===== config.mk =====
export PLATFORM = sky130hd
export DESIGN_NAME = uart_mem_loader
export DESIGN_NICKNAME = d
export VERILOG_FILES = /design/src/rtl/uart_mem_loader.sv
export SDC_FILE = /design/constraint.sdc
export NUM_CORES = 1
export LEC_CHECK = 0
export CORE_MARGIN = 5
export CORE_UTILIZATION = 45
export CTS_BUF_LIST = sky130_fd_sc_hd__clkbuf_8 sky130_fd_sc_hd__clkbuf_16
export DETAILED_ROUTE_END_ITERATION = 6
export HOLD_SLACK_MARGIN = 0.12
export PLACE_DENSITY = 0.7
export SETUP_SLACK_MARGIN = 0.2
export SYNTH_ARGS = -nofsm -noshare
export SYNTH_HDL_FRONTEND = slang
export SYNTH_SLANG_ARGS = --single-unit

===== constraint.sdc =====
create_clock -name clk -period 2.9 [get_ports clk]
set_input_delay 0.58 -clock clk [delete_from_list [all_inputs] [get_ports clk]]
set_output_delay 0.58 -clock clk [all_outputs]
set_load 0.05 [all_outputs]

===== src/rtl/uart_mem_loader.sv =====
// uart_mem_loader: UART command interface that issues word reads/writes on
// the core memory bus and returns results over its own UART TX (8N1).
// Optional feature macro: UART_LOADER_AUTOINC_EN. When it is defined, the
// address register advances by 4 after every granted access, and the
// current-address commands 'w'/'r' become available.
module uart_mem_loader #(
    parameter int CLOCK_RATE     = 99_000_000,
    parameter int BAUD_RATE      = 115200,
    parameter int TIMEOUT_CYCLES = 1_000_000
) (
    input  logic        clk,
    input  logic        rst,
    input  logic        uart_rx,
    output logic        uart_tx,
    output logic        mem_valid,
    input  logic        mem_grant,
    output logic        mem_write,
    output logic [3:0]  mem_wmask,
    output logic [31:0] mem_addr,
    output logic [31:0] mem_wdata,
    input  logic [31:0] mem_rdata,
    output logic        busy
);

    localparam int DIV = CLOCK_RATE / BAUD_RATE;
    localparam int CW  = $clog2(DIV + 1);
    localparam int TW  = $clog2(TIMEOUT_CYCLES + 1);

    // ------------------------------------------------------------ RX
    typedef enum logic [1:0] {RX_IDLE, RX_START, RX_DATA, RX_STOP} rx_state_t;

    rx_state_t       r_rx_state;
    logic            r_rx_meta, r_rx_sync, r_rx_prev;
    logic [CW-1:0]   r_rx_cnt;
    logic [2:0]      r_rx_bit;
    logic [7:0]      r_rx_shift;
    logic            w_rx_valid;
    logic [7:0]      w_rx_byte;

    // Synchronise the async line, find the start edge and shift in 8 bits.
    always_ff @(posedge clk) begin
        if (rst) begin
            r_rx_meta  <= 1'b1;
            r_rx_sync  <= 1'b1;
            r_rx_prev  <= 1'b1;
            r_rx_state <= RX_IDLE;
            r_rx_cnt   <= '0;
            r_rx_bit   <= '0;
            r_rx_shift <= '0;
        end else begin
            r_rx_meta <= uart_rx;
            r_rx_sync <= r_rx_meta;
            r_rx_prev <= r_rx_sync;
            case (r_rx_state)
                RX_IDLE: begin
                    if (r_rx_prev && !r_rx_sync) begin
                        r_rx_state <= RX_START;
                        r_rx_cnt   <= CW'(DIV / 2 - 1);
                    end
                end
                RX_START: begin
                    if (r_rx_cnt == '0) begin
                        // A glitch shorter than half a bit is not a start bit.
                        if (!r_rx_sync) begin
                            r_rx_state <= RX_DATA;
                            r_rx_cnt   <= CW'(DIV - 1);
                            r_rx_bit   <= '0;
                        end else begin
                            r_rx_state <= RX_IDLE;
                        end
                    end else begin
                        r_rx_cnt <= r_rx_cnt - 1'b1;
                    end
                end
                RX_DATA: begin
                    if (r_rx_cnt == '0) begin
                        r_rx_shift <= {r_rx_sync, r_rx_shift[7:1]};
                        r_rx_cnt   <= CW'(DIV - 1);
                        r_rx_bit   <= r_rx_bit + 1'b1;
                        if (r_rx_bit == 3'd7) r_rx_state <= RX_STOP;
                    end else begin
                        r_rx_cnt <= r_rx_cnt - 1'b1;
                    end
                end
                default: begin
                    if (r_rx_cnt == '0) r_rx_state <= RX_IDLE;
                    else                r_rx_cnt   <= r_rx_cnt - 1'b1;
                end
            endcase
        end
    end

    // A byte is delivered in the stop-bit sample cycle; a low stop bit drops it.
    assign w_rx_valid = (r_rx_state == RX_STOP) && (r_rx_cnt == '0) && r_rx_sync;
    assign w_rx_byte  = r_rx_shift;

    // ------------------------------------------------------------ TX
    logic            r_tx_line, r_tx_active;
    logic [8:0]      r_tx_shift;
    logic [3:0]      r_tx_left;
    logic [CW-1:0]   r_tx_cnt;
    logic            w_tx_done, w_tx_ready, w_tx_start;
    logic [7:0]      w_tx_data;

    assign w_tx_done  = r_tx_active && (r_tx_cnt == '0) && (r_tx_left == '0);
    // Ready in the last stop-bit cycle too, so reply bytes go out back-to-back.
    assign w_tx_ready = !r_tx_active || w_tx_done;

    // Serialise start, 8 data bits LSB first and stop, DIV cycles each.
    always_ff @(posedge clk) begin
        if (rst) begin
            r_tx_line   <= 1'b1;
            r_tx_active <= 1'b0;
            r_tx_shift  <= '0;
            r_tx_left   <= '0;
            r_tx_cnt    <= '0;
        end else if (w_tx_start && w_tx_ready) begin
            r_tx_line   <= 1'b0;
            r_tx_shift  <= {1'b1, w_tx_data};
            r_tx_left   <= 4'd9;
            r_tx_cnt    <= CW'(DIV - 1);
            r_tx_active <= 1'b1;
        end else if (r_tx_active) begin
            if (r_tx_cnt == '0) begin
                if (r_tx_left == '0) begin
                    r_tx_active <= 1'b0;
                end else begin
                    r_tx_line  <= r_tx_shift[0];
                    r_tx_shift <= {1'b0, r_tx_shift[8:1]};
                    r_tx_left  <= r_tx_left - 1'b1;
                    r_tx_cnt   <= CW'(DIV - 1);
                end
            end else begin
                r_tx_cnt <= r_tx_cnt - 1'b1;
            end
        end
    end

    // ------------------------------------------------------------ command FSM
    typedef enum logic [2:0] {S_IDLE, S_ADDR, S_DATA, S_REQ, S_RDWAIT, S_RESP} state_t;

    state_t        r_state, w_state_nxt;
    logic [1:0]    r_cnt, w_cnt_nxt;
    logic          r_write, w_write_nxt;
    logic [31:0]   r_addr, w_addr_nxt;
    logic [31:0]   r_wdata, w_wdata_nxt;
    logic [31:0]   r_resp, w_resp_nxt;
    logic [2:0]    r_resp_len, w_len_nxt;
    logic [2:0]    r_resp_idx, w_idx_nxt;
    logic [TW-1:0] r_to_cnt, w_to_nxt;

    // State and datapath registers.
    always_ff @(posedge clk) begin
        if (rst) begin
            r_state    <= S_IDLE;
            r_cnt      <= '0;
            r_write    <= 1'b0;
            r_addr     <= '0;
            r_wdata    <= '0;
            r_resp     <= '0;
            r_resp_len <= '0;
            r_resp_idx <= '0;
            r_to_cnt   <= '0;
        end else begin
            r_state    <= w_state_nxt;
            r_cnt      <= w_cnt_nxt;
            r_write    <= w_write_nxt;
            r_addr     <= w_addr_nxt;
            r_wdata    <= w_wdata_nxt;
            r_resp     <= w_resp_nxt;
            r_resp_len <= w_len_nxt;
            r_resp_idx <= w_idx_nxt;
            r_to_cnt   <= w_to_nxt;
        end
    end

    // Next-state logic: decode commands, collect fields, run the access, reply.
    always_comb begin
        w_state_nxt = r_state;
        w_cnt_nxt   = r_cnt;
        w_write_nxt = r_write;
        w_addr_nxt  = r_addr;
        w_wdata_nxt = r_wdata;
        w_resp_nxt  = r_resp;
        w_len_nxt   = r_resp_len;
        w_idx_nxt   = r_resp_idx;
        w_to_nxt    = r_to_cnt;
        w_tx_start  = 1'b0;
        w_tx_data   = 8'h00;
        case (r_state)
            S_IDLE: begin
                // The command byte is decoded as it arrives, so a one-byte
                // command reaches the bus on the following cycle.
                if (w_rx_valid) begin
                    w_cnt_nxt = '0;
                    w_to_nxt  = '0;
                    case (w_rx_byte)
                        8'h57: begin w_write_nxt = 1'b1; w_state_nxt = S_ADDR; end
                        8'h52: begin w_write_nxt = 1'b0; w_state_nxt = S_ADDR; end
`ifdef UART_LOADER_AUTOINC_EN
                        8'h77: begin w_write_nxt = 1'b1; w_state_nxt = S_DATA; end
                        8'h72: begin w_write_nxt = 1'b0; w_state_nxt = S_REQ;  end
`endif
                        default: begin
                            w_resp_nxt  = 32'h0000_003F;
                            w_len_nxt   = 3'd1;
                            w_idx_nxt   = 3'd0;
                            w_state_nxt = S_RESP;
                        end
                    endcase
                end
            end
            S_ADDR: begin
                // A byte in the timeout cycle takes priority over the abort.
                if (w_rx_valid) begin
                    w_addr_nxt = {w_rx_byte, r_addr[31:8]};
                    w_cnt_nxt  = r_cnt + 1'b1;
                    w_to_nxt   = '0;
                    if (r_cnt == 2'd3) w_state_nxt = r_write ? S_DATA : S_REQ;
                end else if (r_to_cnt == TW'(TIMEOUT_CYCLES - 1)) begin
                    w_state_nxt = S_IDLE;
                end else begin
                    w_to_nxt = r_to_cnt + 1'b1;
                end
            end
            S_DATA: begin
                if (w_rx_valid) begin
                    w_wdata_nxt = {w_rx_byte, r_wdata[31:8]};
                    w_cnt_nxt   = r_cnt + 1'b1;
                    w_to_nxt    = '0;
                    if (r_cnt == 2'd3) w_state_nxt = S_REQ;
                end else if (r_to_cnt == TW'(TIMEOUT_CYCLES - 1)) begin
                    w_state_nxt = S_IDLE;
                end else begin
                    w_to_nxt = r_to_cnt + 1'b1;
                end
            end
            S_REQ: begin
                if (mem_grant) begin
`ifdef UART_LOADER_AUTOINC_EN
                    w_addr_nxt = (r_addr & 32'hFFFF_FFFC) + 32'd4;
`endif
                    if (r_write) begin
                        w_resp_nxt  = 32'h0000_004B;
                        w_len_nxt   = 3'd1;
                        w_idx_nxt   = 3'd0;
                        w_state_nxt = S_RESP;
                    end else begin
                        w_state_nxt = S_RDWAIT;
                    end
                end
            end
            S_RDWAIT: begin
                // Byte 0 launches straight from the bus to keep grant-to-start short.
                w_resp_nxt  = mem_rdata;
                w_tx_start  = 1'b1;
                w_tx_data   = mem_rdata[7:0];
                w_len_nxt   = 3'd4;
                w_idx_nxt   = 3'd1;
                w_state_nxt = S_RESP;
            end
            default: begin
                if (r_resp_idx == r_resp_len) begin
                    if (w_tx_ready) w_state_nxt = S_IDLE;
                end else if (w_tx_ready) begin
                    w_tx_start = 1'b1;
                    w_tx_data  = r_resp[{r_resp_idx[1:0], 3'b000} +: 8];
                    w_idx_nxt  = r_resp_idx + 1'b1;
                end
            end
        endcase
    end

    assign uart_tx   = r_tx_line;
    assign mem_valid = (r_state == S_REQ);
    assign mem_write = r_write;
    assign mem_wmask = 4'hF;
    assign mem_addr  = r_addr & 32'hFFFF_FFFC;
    assign mem_wdata = r_wdata;
    assign busy      = (r_state != S_IDLE) || r_tx_active;

endmodule

# --- After elaboration in Yosys (flattened, before gate mapping) ---
# Index checks and enable logic that the tools add are counted.
classes:
  bitwise: 2
  shifts: 1
  muxes: 81
  reduce_logical: 46
  add_sub_neg: 7
  eq_ne: 32
ops:
  columns: ["op", "n"]
  rows:
  - ["$mux 32", 4]
  - ["$pmux 32 s3", 1]
  - ["$mux 10", 9]
  - ["$mux 3", 23]
  - ["$mux 20", 3]
  - ["$pmux 20 s2", 1]
  - ["$mux 9", 4]
  - ["$shiftx 32x6->8", 1]
  - ["$pmux 10 s3", 1]
  - ["$add 20x1->20 const B", 1]
  - ["$eq 20x20->1 const B", 1]
  - ["$logic_not 10->1", 2]
  - ["$sub 10x1->10 const B", 2]
  - ["$reduce_and 3->1", 6]
  - ["$eq 8x7->1 const B", 2]
  - ["$mux 2", 8]
  - ["$mux 4", 4]
  - ["$mux 8", 2]
  - ["$ne 2x2->1 const B", 8]
  - ["$pmux 8 s2", 1]
  - ["$pmux 3 s5", 1]
  - ["$mux 1", 12]
  - ["$ne 3x3->1 const B", 4]
  - ["$pmux 3 s4", 1]
  - ["other kinds (36)", 67]
totals:
  elab_cells: 192
  output_inout_bits: 72
  register_bits: 179

# --- Logic depth before layout (Yosys ltp) ---
depth:
  ltp_word: 10
  depth_mapped: 10

# --- Worst setup path before layout ---
# No wires, ideal clock.
synth_timing:
  kind: "reg2reg"
  start: "register r_tx_left[0]"
  end: "register r_resp_idx[1]"
  n_path_buf: 0
  period_less_slack_ns: 2.393
  stages_incl_launch_ff: 9
  setup_slack_ns: 0.507
  setup_time_ns: 0.070
  t_arrival_ns: 2.323
  t_required_ns: 2.830
  path_cell_list: "dfxtp_1 -> inv_1 -> ha_1 -> or3b_2 -> o41a_1 -> o31ai_4 -> nand3_2 -> or4b_1 -> a21oi_1"
synth_via:
  elab_chain_len: 5
synth_rtl:
  columns: ["element", "line", "rtl"]
  rows:
  - ["from (decl)", "100", "logic [3:0] r_tx_left;"]
  - ["from (signal assigned)", "130", "r_tx_left <= r_tx_left - 1'b1;"]
  - ["$logic_not 4->1", "105", "assign w_tx_done = r_tx_active && (r_tx_cnt == '0) && (r_tx_left == '0);"]
  - ["$logic_and 1x1->1", "105", null]
  - ["$logic_or 1x1->1", "107", "assign w_tx_ready = !r_tx_active || w_tx_done;"]
  - ["$reduce_bool 4->1 (no source line)", null, null]
  - ["$reduce_and 7->1 (no source line)", null, null]
  - ["to (signal assigned)", "172", "r_resp_idx <= w_idx_nxt;"]
  - ["to (decl)", "149", "logic [2:0] r_resp_idx, w_idx_nxt;"]
# Every way passes these cells.
# A chain may end at the register's enable or synchronous reset.

# --- Final worst setup path ---
# Same ends and word-level chain as after synthesis.

==> insert_results.sql <==
INSERT INTO impl_metrics (metric_group, metric, value, unit) VALUES
('outcome', 'run_status', 'complete, no violations', ''),
('worst_setup_path', 'rr_worst_depth', '8', ''),
('placement', 'routabilityCongestion', '0.856', ''),
('worst_setup_path', 'timing.setup.critical_path_class', 'flip-flop to flip-flop', ''),
('synthesis', 'yosysUniqueCellTypes', '65', ''),
('drt', 'detailedRoute.firstPassIterationCount', '5', ''),
('drt', 'detail_route.wl_per_cell', '14.7', 'microns'),
('synthesis', 'yosys.cell_count.top_type', 'sky130_fd_sc_hd__dfxtp_1', ''),
('synthesis', 'synth_area', '7790', 'sq um'),
('power_and_ir_drop', 'vdd.ir_drop.worst', '528', 'uV'),
('synthesis', 'synthDominantAreaCellType', 'sky130_fd_sc_hd__dfxtp_1', ''),
('floorplanning', 'ioPinCount', '108', ''),
('timing', 'period_share', '87.3', '%'),
('worst_setup_path', 'cp-start-kind', 'flip-flop', ''),
('placement', 'portBuffers', '101', ''),
('worst_setup_path', 'crit_path_end_kind', 'flip-flop', ''),
('clock_network', 'cts_inserted_buffers', '17', ''),
('run', 'drv.max_cap_violation_count', '0', ''),
('timing', 'finalSetupViolations', '0', ''),
('drt', 'via_count', '6959', ''),
('floorplanning', 'placementRows', '48', ''),
('worst_hold_path', 'min_path_cells', '1', ''),
('global_routing', 'maximum_number_of_pins_on_one_net_before_global_route_repair', '80', ''),
('clock_network', 'clock_tree.htree_level_count', '4', ''),
('synthesis', 'ys_top_cells_by_area', 'sky130_fd_sc_hd__dfxtp_1 45%, sky130_fd_sc_hd__a21oi_1 8.3%, sky130_fd_sc_hd__nand2_1 8.1%', ''),
('clock_network', 'cts_hold_buffers', '0', ''),
('floorplanning', 'die_area', '20000', 'sq um'),
('synthesis', 'post_synth_most_frequent_cells', '176 x sky130_fd_sc_hd__dfxtp_1, 168 x sky130_fd_sc_hd__nand2_1, 129 x sky130_fd_sc_hd__a21oi_1', ''),
('final_layout', 'finish.net_count', '1090', ''),
('synthesis', 'syn-instance-count', '951', ''),
('clock_network', 'clock_tree.root_cell', 'sky130_fd_sc_hd__clkbuf_16', ''),
('synthesis', 'async_reset_ff_share', '0', '%'),
('final_layout', 'count_of_filler_cells_inserted_in_the_layout', '1556', ''),
('clock_network', 'worstSkewPairLatency', '0.43', 'ns'),
('synthesis', 'synth_edf_count', '0', ''),
('final_layout', 'post_route_cells_drive_above_1_share', '8.56', '%'),
('clock_network', 'cts.sink_count', '176', ''),
('timing', 'fin_worst_skew', '0.00984', 'ns'),
('global_routing', 'track_usage', '18.9', '%'),
('timing', 'finalMaxSlewViolations', '0', ''),
('drt', 'route.detailed.drc', '0', ''),
('timing', 'rsz0062_at_grt', 'false', ''),
('worst_setup_path', 'critPathMaxFanout', '4', ''),
('timing', 'worst_pin_slew', '0.895', 'ns'),
('drt', 'vias_per_cell', '5.45', ''),
('final_layout', 'areaGrowthSynthToFinish', '24.3', '%'),
('synthesis', 'synthesized_area_per_cell', '8.19', 'sq um'),
('worst_setup_path', 'rrSetupSlack', '0.37', 'ns'),
('drt', 'final_antenna_violating_net_count', '0', ''),
('timing', 'fmaxAchievable', '0.395', 'GHz'),
('global_routing', 'grt_first_pass_wirelength', '31.7', 'mm'),
('global_routing', 'antenna_found_initial', '0', ''),
('floorplanning', 'width_of_the_die', '142', 'microns'),
('global_routing', 'globalRoute.totalOverflow', '0', ''),
('synthesis', 'synthDominantCellAreaShare', '45.2', '%'),
('worst_setup_path', 'critPathArrivalTime', '2.90', 'ns'),
('timing', 'hold_viol_final', '0', ''),
('synthesis', 'synth.yosys.seq_area_share', '45.2', '%'),
('timing', 'finalSetupTns', '0', 'ns'),
('global_routing', 'first_global_vias', '6351', ''),
('drt', 'wirelength', '18.8', 'mm'),
('worst_hold_path', 'hold_path.class', 'flip-flop to flip-flop', ''),
('worst_setup_path', 'critical_path.reg2reg.startpoint', 'r_tx_left[0]', ''),
('floorplanning', 'coreArea', '17100', 'sq um'),
('timing', 'hold_slack', '0.419', 'ns'),
('power_and_ir_drop', 'power_density', '864', 'nW/um^2'),
('worst_hold_path', 'worst_hold_path.endpoint', 'r_rx_sync', ''),
('timing', 'max-slew-margin-rel', '39.8', '%'),
('power_and_ir_drop', 'cellLeakagePower', '3.45', 'nW'),
('drt', 'detailedRoute.firstIterationViolations', '572', ''),
('placement', 'place.detailed.hpwl', '12.7', 'mm');
-- through the flow --
| step | setup slack [ns] | std cells | utilization, % | area [sq um] | power (mW) |
|---|---|---|---|---|---|
| global route | 0.208 | 1276 | 56.5 | 9680 | 8.91 |
| floorplan | 0.507 | 955 | - | 7800 | 5.14 |
| detailed placement | 0.311 | 1243 | 52.8 | 9040 | 5.96 |
| global placement | 0.326 | 1243 | 52.8 | 9040 | 5.94 |
| CTS | 0.297 | 1275 | 56.4 | 9660 | 8.36 |
| finish | 0.369 | 1276 | 56.5 | 9680 | 8.37 |
-- repair_timing --
action	in CTS	in global routing
setup endpoints to repair	1	17
setup buffers	0	1
pin swaps	0	2
gates cloned	0	0
hold endpoints to repair	0	0
gates resized for setup	1	3
-- layout by cell type (no fill, tap or decap), types with 4 or more instances in the layout --
master                            count
sky130_fd_sc_hd__xnor2_1              6
sky130_fd_sc_hd__a211oi_1             6
sky130_fd_sc_hd__o211ai_1             7
sky130_fd_sc_hd__ha_1                16
sky130_fd_sc_hd__nand3_1             25
sky130_fd_sc_hd__clkbuf_16           17
sky130_fd_sc_hd__nand3b_1             5
sky130_fd_sc_hd__a22oi_1             30
sky130_fd_sc_hd__clkdlybuf4s50_1     98
sky130_fd_sc_hd__a31oi_1              5
sky130_fd_sc_hd__o22ai_1              5
sky130_fd_sc_hd__o21ai_0             31
sky130_fd_sc_hd__or4_1                6
sky130_fd_sc_hd__xor2_1              13
sky130_fd_sc_hd__nor2_1              98
sky130_fd_sc_hd__mux4_2               8
sky130_fd_sc_hd__and3_1               8
sky130_fd_sc_hd__nor4_1              10
sky130_fd_sc_hd__o221a_2              4
sky130_fd_sc_hd__a21oi_1            129
sky130_fd_sc_hd__a311oi_1             4
sky130_fd_sc_hd__inv_1               16
sky130_fd_sc_hd__dfxtp_1            176
sky130_fd_sc_hd__nor3_1              25
sky130_fd_sc_hd__a22o_1               5
sky130_fd_sc_hd__buf_4               29
sky130_fd_sc_hd__conb_1               6
sky130_fd_sc_hd__nand2b_1             9
sky130_fd_sc_hd__inv_8                6
sky130_fd_sc_hd__nand2_1            168
sky130_fd_sc_hd__or3_1                6
-- final cells by class --
cell class / count / area, sq um / area share (%)
inverter: 18 / 67.6 / 0.698
multi-input combinational: 696 / 3960 / 40.9
timing repair buffer: 129 / 1230 / 12.7
sequential: 176 / 3520 / 36.4
clock buffer: 17 / 425 / 4.40
clock inverter: 15 / 196 / 2.03
tap: 225 / 282 / 2.91
-- worst max-delay path: stages, from the launching register on --
cell                      delay, ns
sky130_fd_sc_hd__dfxtp_1       0.33
sky130_fd_sc_hd__inv_1         0.08
sky130_fd_sc_hd__ha_1          0.14
sky130_fd_sc_hd__or3b_4        0.40
sky130_fd_sc_hd__o41a_1        0.52
sky130_fd_sc_hd__o31ai_4       0.23
sky130_fd_sc_hd__nand3_2       0.14
sky130_fd_sc_hd__or4b_1        0.49
sky130_fd_sc_hd__a21oi_1       0.14
-- power breakdown --
| group | internal (mW) | total (mW) | switching (mW) |
|---|---|---|---|
| clock | 1.32 | 2.39 | 1.07 |
| sequential | 2.71 | 2.99 | 0.280 |
| combinational | 1.22 | 2.98 | 1.77 |
| total | 5.25 | 8.37 | 3.12 |
-- layer usage --
metal	vias to the layer above	track usage, %	share of wire [%]	routed length, microns
met4	0	6.72	2.0	382
met3	32	3.88	4.9	925
met5	-	0	0	0
met1	3247	26.3	47	8830
li1	3521	-	-	-
met2	159	29.3	46	8670
-- logic make-up after synthesis --
kind of cell | count (synthesis) | synth area share [%]
simple gates | 387 | 22.5
flops | 176 | 45.2
mux | 13 | 2.99
compound gates | 255 | 20.1
fa+ha+maj | 16 | 2.57
other cells | 2 | 0.0964
xor+xnor | 19 | 2.14
buf+inv | 83 | 4.39
-- sequential cells by signal, summed over array words and instances, names as in the netlist, 3 cells and up --
register	cells
r_tx_shift	9
r_addr	30
r_state	3
r_tx_left	4
r_rx_cnt	10
r_rx_shift	8
r_tx_cnt	10
mem_wdata	32
r_to_cnt	20
r_rx_bit	3
r_resp	32
r_resp_idx	3
-- worst max path at each step --
stage          cells past startpoint  slack (ns)          from             to
2_1_floorplan                      8        0.51  r_tx_left[0]  r_resp_idx[1]
3_3_place_gp                       7        0.33    r_state[2]      r_resp[0]
3_5_place_dp                       8        0.31  r_tx_left[0]  r_resp_idx[1]
4_1_cts                            8        0.30  r_tx_left[0]  r_resp_idx[1]
5_1_grt                            8        0.21   r_tx_cnt[0]  r_tx_shift[6]
6_report                           8        0.37  r_tx_left[0]  r_resp_idx[1]
No activity file was read; power rests on OpenSTA's default activity.
